`src/rtl/wb_arb_pkg.sv`:
```
// Shared types and grant encodings for the two-master Wishbone arbiter.
package wb_arb_pkg;

  typedef enum logic [1:0] {
    IDLE   = 2'd0,
    GNT_M0 = 2'd1,
    GNT_M1 = 2'd2
  } state_t;

  typedef enum logic {
    RR_M0 = 1'b0,
    RR_M1 = 1'b1
  } master_t;

  localparam logic [1:0] GRANT_NONE = 2'b00;
  localparam logic [1:0] GRANT_M0   = 2'b01;
  localparam logic [1:0] GRANT_M1   = 2'b10;

endpackage

```
`src/rtl/wb_arbiter_2m_if.sv`:
```
// One Wishbone link; master drives the request side, slave answers with ack/read data.
interface wb_arbiter_2m_if #(
  parameter int ADDR_WIDTH = 32,
  parameter int DATA_WIDTH = 32
);
  logic                      cyc;
  logic                      stb;
  logic                      we;
  logic [ADDR_WIDTH-1:0]     adr;
  logic [DATA_WIDTH-1:0]     wdat;
  logic [DATA_WIDTH/8-1:0]   sel;
  logic                      ack;
  logic [DATA_WIDTH-1:0]     rdat;

  modport master (output cyc, stb, we, adr, wdat, sel, input  ack, rdat);
  modport slave  (input  cyc, stb, we, adr, wdat, sel, output ack, rdat);
endinterface

```
`src/rtl/wb_arb_mux.sv`:
```
// Combinational routing: granted master onto the slave link, ack back to the owner only.
module wb_arb_mux
  import wb_arb_pkg::*;
(
  input  logic [1:0]         grant_i,
  wb_arbiter_2m_if.slave     m0,
  wb_arbiter_2m_if.slave     m1,
  wb_arbiter_2m_if.master    s
);
  logic sel_m0;
  logic sel_m1;

  assign sel_m0 = (grant_i == GRANT_M0);
  assign sel_m1 = (grant_i == GRANT_M1);

  assign s.cyc  = sel_m0 ? m0.cyc  : sel_m1 ? m1.cyc  : 1'b0;
  assign s.stb  = sel_m0 ? m0.stb  : sel_m1 ? m1.stb  : 1'b0;
  assign s.we   = sel_m0 ? m0.we   : sel_m1 ? m1.we   : 1'b0;
  assign s.adr  = sel_m0 ? m0.adr  : sel_m1 ? m1.adr  : '0;
  assign s.wdat = sel_m0 ? m0.wdat : sel_m1 ? m1.wdat : '0;
  assign s.sel  = sel_m0 ? m0.sel  : sel_m1 ? m1.sel  : '0;

  // Read data is broadcast; each master qualifies it with its own ack.
  assign m0.ack  = s.ack & sel_m0;
  assign m1.ack  = s.ack & sel_m1;
  assign m0.rdat = s.rdat;
  assign m1.rdat = s.rdat;
endmodule

```
`src/rtl/wb_arbiter_2m.sv`:
```
// Two-master, one-slave Wishbone arbiter: grant held for a whole cycle, round-robin on ties.
module wb_arbiter_2m
  import wb_arb_pkg::*;
#(
  parameter int ADDR_WIDTH = 32,
  parameter int DATA_WIDTH = 32
) (
  input  logic                    clk,
  input  logic                    reset,
  input  logic                    wbm0_cyc_i,
  input  logic                    wbm0_stb_i,
  input  logic                    wbm0_we_i,
  input  logic [ADDR_WIDTH-1:0]   wbm0_adr_i,
  input  logic [DATA_WIDTH-1:0]   wbm0_dat_i,
  input  logic [DATA_WIDTH/8-1:0] wbm0_sel_i,
  output logic                    wbm0_ack_o,
  output logic [DATA_WIDTH-1:0]   wbm0_dat_o,
  input  logic                    wbm1_cyc_i,
  input  logic                    wbm1_stb_i,
  input  logic                    wbm1_we_i,
  input  logic [ADDR_WIDTH-1:0]   wbm1_adr_i,
  input  logic [DATA_WIDTH-1:0]   wbm1_dat_i,
  input  logic [DATA_WIDTH/8-1:0] wbm1_sel_i,
  output logic                    wbm1_ack_o,
  output logic [DATA_WIDTH-1:0]   wbm1_dat_o,
  output logic                    wbs_cyc_o,
  output logic                    wbs_stb_o,
  output logic                    wbs_we_o,
  output logic [ADDR_WIDTH-1:0]   wbs_adr_o,
  output logic [DATA_WIDTH-1:0]   wbs_dat_o,
  output logic [DATA_WIDTH/8-1:0] wbs_sel_o,
  input  logic                    wbs_ack_i,
  input  logic [DATA_WIDTH-1:0]   wbs_dat_i,
  output logic [1:0]              grant_o
);

  wb_arbiter_2m_if #(.ADDR_WIDTH(ADDR_WIDTH), .DATA_WIDTH(DATA_WIDTH)) m0_bus ();
  wb_arbiter_2m_if #(.ADDR_WIDTH(ADDR_WIDTH), .DATA_WIDTH(DATA_WIDTH)) m1_bus ();
  wb_arbiter_2m_if #(.ADDR_WIDTH(ADDR_WIDTH), .DATA_WIDTH(DATA_WIDTH)) s_bus ();

  assign m0_bus.cyc  = wbm0_cyc_i;
  assign m0_bus.stb  = wbm0_stb_i;
  assign m0_bus.we   = wbm0_we_i;
  assign m0_bus.adr  = wbm0_adr_i;
  assign m0_bus.wdat = wbm0_dat_i;
  assign m0_bus.sel  = wbm0_sel_i;
  assign wbm0_ack_o  = m0_bus.ack;
  assign wbm0_dat_o  = m0_bus.rdat;

  assign m1_bus.cyc  = wbm1_cyc_i;
  assign m1_bus.stb  = wbm1_stb_i;
  assign m1_bus.we   = wbm1_we_i;
  assign m1_bus.adr  = wbm1_adr_i;
  assign m1_bus.wdat = wbm1_dat_i;
  assign m1_bus.sel  = wbm1_sel_i;
  assign wbm1_ack_o  = m1_bus.ack;
  assign wbm1_dat_o  = m1_bus.rdat;

  assign wbs_cyc_o   = s_bus.cyc;
  assign wbs_stb_o   = s_bus.stb;
  assign wbs_we_o    = s_bus.we;
  assign wbs_adr_o   = s_bus.adr;
  assign wbs_dat_o   = s_bus.wdat;
  assign wbs_sel_o   = s_bus.sel;
  assign s_bus.ack   = wbs_ack_i;
  assign s_bus.rdat  = wbs_dat_i;

  state_t     state_q, state_d;
  master_t    rr_last_q, rr_last_d;
  logic [1:0] grant_q, grant_d;
  logic       hold;

  // A release falls straight through to arbitration, so ownership can pass without an idle cycle.
  always_comb begin
    state_d   = IDLE;
    grant_d   = GRANT_NONE;
    rr_last_d = rr_last_q;
    hold      = (state_q == GNT_M0 && wbm0_cyc_i) || (state_q == GNT_M1 && wbm1_cyc_i);
    if (hold) begin
      state_d = state_q;
      grant_d = grant_q;
    end else if (wbm0_cyc_i && (!wbm1_cyc_i || rr_last_q == RR_M1)) begin
      state_d   = GNT_M0;
      grant_d   = GRANT_M0;
      rr_last_d = RR_M0;
    end else if (wbm1_cyc_i) begin
      state_d   = GNT_M1;
      grant_d   = GRANT_M1;
      rr_last_d = RR_M1;
    end
  end

  always_ff @(posedge clk) begin
    if (reset) begin
      state_q   <= IDLE;
      grant_q   <= GRANT_NONE;
      rr_last_q <= RR_M0;
    end else begin
      state_q   <= state_d;
      grant_q   <= grant_d;
      rr_last_q <= rr_last_d;
    end
  end

  assign grant_o = grant_q;

  wb_arb_mux u_mux (
    .grant_i (grant_q),
    .m0      (m0_bus),
    .m1      (m1_bus),
    .s       (s_bus)
  );

endmodule

```
`config.mk`:
```
export PLATFORM = sky130hd
export DESIGN_NAME = wb_arbiter_2m
export DESIGN_NICKNAME = d
export VERILOG_FILES = /design/src/rtl/wb_arb_pkg.sv /design/src/rtl/wb_arbiter_2m_if.sv /design/src/rtl/wb_arb_mux.sv /design/src/rtl/wb_arbiter_2m.sv
export SDC_FILE = /design/constraint.sdc
export NUM_CORES = 1
export LEC_CHECK = 0
export BUFFER_PORTS_ARGS = -buffer_cell sky130_fd_sc_hd__clkbuf_2
export CORE_AREA = 2 2 122 124
export CTS_BUF_LIST = sky130_fd_sc_hd__clkbuf_4 sky130_fd_sc_hd__clkbuf_8
export DETAILED_ROUTE_END_ITERATION = 7
export DIE_AREA = 0 0 124 126
export GPL_TIMING_DRIVEN = 0
export HOLD_SLACK_MARGIN = 0.03
export SLEW_MARGIN = 40
export SYNTH_ARGS = -nofsm -noshare
export SYNTH_HDL_FRONTEND = slang
export SYNTH_HIERARCHICAL = 1
export SYNTH_SLANG_ARGS = --single-unit
```
`constraint.sdc`:
```
create_clock -name clk -period 2.2 [get_ports clk]
set_clock_uncertainty 0.1 [all_clocks]
set_input_delay 0.22 -clock clk [delete_from_list [all_inputs] [get_ports clk]]
set_output_delay 0.22 -clock clk [all_outputs]
set_load 0.02 [all_outputs]
```
### Word-level counts from Yosys, hierarchy flattened

Index checks and enable logic that the tools add are counted.

* eq/ne operators: 2
* multiplexer cells: 16
* bitwise operators: 3
* reduce and logical (&&, ||, !) cells: 8

Operators by type and width (count)
* $mux W32: 4
* $mux W1: 8
* $mux W4: 2
* $mux W2: 2
* $logic_and A1 B1 Y1: 3
* $and A1 B1 Y1: 2
* $eq A2 B1 Y1 const B: 1
* $eq A2 B2 Y1 const B: 1
* $logic_or A1 B1 Y1: 2
* $reduce_and A2 Y1: 1
* $reduce_bool A2 Y1: 1
* $logic_not A1 Y1: 1
* $not A1 Y1: 1

* register bits: 3
* input bits: 177
* output and inout port bits: 139
* logic and storage cells: 31

### Longest topological paths before layout

* depth in word-level cells: 5
* gate-level depth with buffers: 4
* mapped depth without buffers: 3

### Modules after synthesis

Netlist, hierarchy kept.

Modules (own cells, without submodules)
* wb_arb_mux: instances 1, cells each 155, area an instance 1310.0 um^2, seq. area each 0.0 um^2
* wb_arbiter_2m: instances 1, cells each 18, area an instance 158.9 um^2, seq. area each 60.1 um^2

### Worst setup path before layout

OpenSTA, ideal clock, no wires.

* kind: reg2out
* from: register grant_q[1] (netlist: grant_o[1])
* to: output port wbs_dat_o[23]
* arrival: 1210 ps
* setup slack: 670 ps
* cell stages (with the launch flop): 5
* cells stage by stage: dfxtp_1 -> nor2b_2 -> buf_6 -> buf_4 -> a22o_1

* word-level cells in the longest chain between the ends: 3

RTL lines
* start: declaration: RTL line wb_arbiter_2m.sv:70 `logic [1:0] grant_q, grant_d;`
* start signal: assignment: RTL line wb_arbiter_2m.sv:100 `grant_q <= grant_d;`
* $eq A2 B2 Y1: RTL line wb_arb_mux.sv:14 `assign sel_m1 = (grant_i == GRANT_M1);`
* $mux W32: RTL line wb_arb_mux.sv:20 `assign s.wdat = sel_m0 ? m0.wdat : sel_m1 ? m1.wdat : '0;`
* $mux W32 (*): RTL line wb_arb_mux.sv:20
* end: declaration: RTL line wb_arbiter_2m.sv:30 `output logic [DATA_WIDTH-1:0] wbs_dat_o,`

Every way passes the cells marked *; elsewhere a longest branch is shown, timed or not.

### Worst setup path after layout

* from: register grant_q[0] (netlist: grant_o[0])
* to: output port wbs_dat_o[0]

The elaborated chain is that of the path after synthesis.

==> out/results.ini <==
[layout]
nets=638
diodes=0
final_core_util_pct=22.1
drive_gt1_share_pct=80.4
mostFrequentLayoutCell=clkbuf_2
layout.cells.most_common_list=283 x clkbuf_2, 71 x a22o_1, 65 x buf_4
area_growth_pct=115

[floorplanning]
initial_core_util_pct=10.3
top_level_ports=316
fp.dieH_um=126
core_area_sq_um=14300
num_rows=44
die-width_um=124
die-area_sq_um=15600

[pwr]
p_int_w=0.000572
combPwrFrac_pct=76.7
peakVddDrop_mv=0.296
p_per_area_nw_per_um2=323
fin_total_pwr_w=0.00102
leakagePower_nw=1.95
p_clk_share_pct=17.0
power.switching_w=0.000450
swShare_pct=44.0
seqPwrFrac_pct=6.3

[critical_path]
critPathTopFamily=buffers and inverters
cp-start-kind=register
cpPeakStageDelay_ps=460
crit_type=register to output pin
path_cells=and2b_4, buf_6, buf_6, a22o_1, clkbuf_2
worst-path-max-fanout=10
worst_ep_required_time_ps=1880
critical_path.startpoint=grant_o[0]$_SDFFE_PP0N_
cp-end-kind=output pin
r2r-start=grant_o[0]$_SDFFE_PP0N_
cp_num_buf_inv=3
path_common_cell=buf_6
critPathSlowestCell=dfxtp_1
arrival_ps=1530

[global_routing]
grt_busiest_layer=met2
grt_max_degree=11
grt_first_pass_wirelength_um=9480
grt_util_met1_pct=9.21
antenna_found_initial=0
grt.total_usage_pct=7.41
grt_pass1_vias=2004
gr-total-overflow=0
use_met3_pct=0.679
use_met2_pct=14.0

[clock_tree]
cts_buffer_depth=2
hold_buffers=0
cts_buffers=3
cts-root-buf=clkbuf_8
cts_tree=done
path_clk_slew_ps=30
cts_resized=0
cts.sinks=3
post_cts_buffers=0
insertion_delay_ps=220
htree_levels=1

[worst_hold_path]
min_from=wbm1_cyc_i
hp-class=input pin to register

[sta]
final.min_clock_period_ps=1850
rsz0062_at_grt=false
tightest_slew_ps=265
setup-violations-final=0
fin_tns_setup_ps=0
hold_viol=0
slew_violations=0
max_slew_margin_pct=82.3
max_freq_mhz=539
period_share_pct=84.3

[routing]
ant_nets=0
wl_um=7020
drc=0
wl_per_cell_um=10.9
first_pass_iters=4
vias=2319
drt_iter0_drc=55
viasPerCell=3.60

[synth]
synth_area_leaders=a22o_1 42%, buf_4 33%, buf_6 11%
yosys.area.top_type=a22o_1
syn_nets=350
synth_cell_types=20
yosysWarnings=6
synth_area_sq_um=1470
synth_top_area_share_pct=42.3
avgSynthCellArea_sq_um=8.49
syn_inst=173
synth-seq-area-share_pct=4.09
ys_seq_elements=3

[placement]
gp_congestion=0.775
portBuffers=283
hpwl_um=6210

[flow_run]
drv_cap=0

[status]
status=complete, no violations

cell usage after synthesis, drive strengths merged:
cell    instances
nor2b           2
a22o           71
or2b            1
o21ai           1
or3             1
buf            80
and2b           1
a211oi          2
nor3b           1
nand2           1
nand2b          2
a21oi           1
dfxtp           3
inv             1
and3b           1
o211ai          1
or3b            1
and2            2
layout make-up:
cell class	count	area [sq um]
buffer	80	657
inverter	1	3.75
clock buffer	4	48.8
timing repair buffer	283	1420
fill	1593	11100
sequential	3	60.1
multi-input combinational	89	748
tap	184	230
stage by stage:
step / cells / hold WS [ps] / cell area (sq um) / setup WS [ps]
floorplan: 173 / 208 / 1470 / 670
global placement: 640 / 383 / 3120 / 558
detailed placement: 640 / 380 / 3120 / 565
CTS: 644 / 159 / 3160 / 336
global route: 644 / 182 / 3160 / 263
finish: 644 / 156 / 3160 / 345
worst reg2reg max path: cells and delay by family (launching register included):
| kind | cells | cell delay (ps) |
|---|---|---|
| flops | 1 | 370 |
| simple gates | 3 | 730 |
sequential cells by signal, summed over array words and instances (netlist names):
register   cells
rr_last_q      1
grant_o        2
final timing paths:
path                             endpoint  slack, ps  cells past startpoint
setup / recovery             wbs_dat_o[0]        350                      5
hold / removal    grant_o[0]$_SDFFE_PP0N_        160                      2
hold reg to reg   grant_o[0]$_SDFFE_PP0N_        560                      2
setup reg to reg   rr_last_q$_SDFFE_PP0P_        960                      3
cell families (layout without fill, tap and decap cells):
family | Yosys count | in the layout | synth area share (%)
AND/OR/NAND/NOR | 13 | 13 | 6.39
AO/OA/AOI/OAI | 76 | 76 | 44.5
flip-flops | 3 | 3 | 4.09
buffers and inverters | 81 | 368 | 45.0
power by group through the flow:
stage / clock network (W) / logic, W / registers (W)
2_1_floorplan: 0 / 0.000479 / 0.0000669
3_3_place_gp: 0 / 0.000790 / 0.0000651
3_5_place_dp: 0 / 0.000790 / 0.0000650
4_1_cts: 0.000178 / 0.000792 / 0.0000645
5_1_grt: 0.000186 / 0.000843 / 0.0000653
6_report: 0.000174 / 0.000784 / 0.0000647
per-layer routing:
metal / up-vias / wire (um)
met5: - / 0
met4: 0 / 27
met3: 4 / 539
met2: 129 / 3590
met1: 1018 / 2860
li1: 1168 / -
Power figures use the tool's default switching activity.
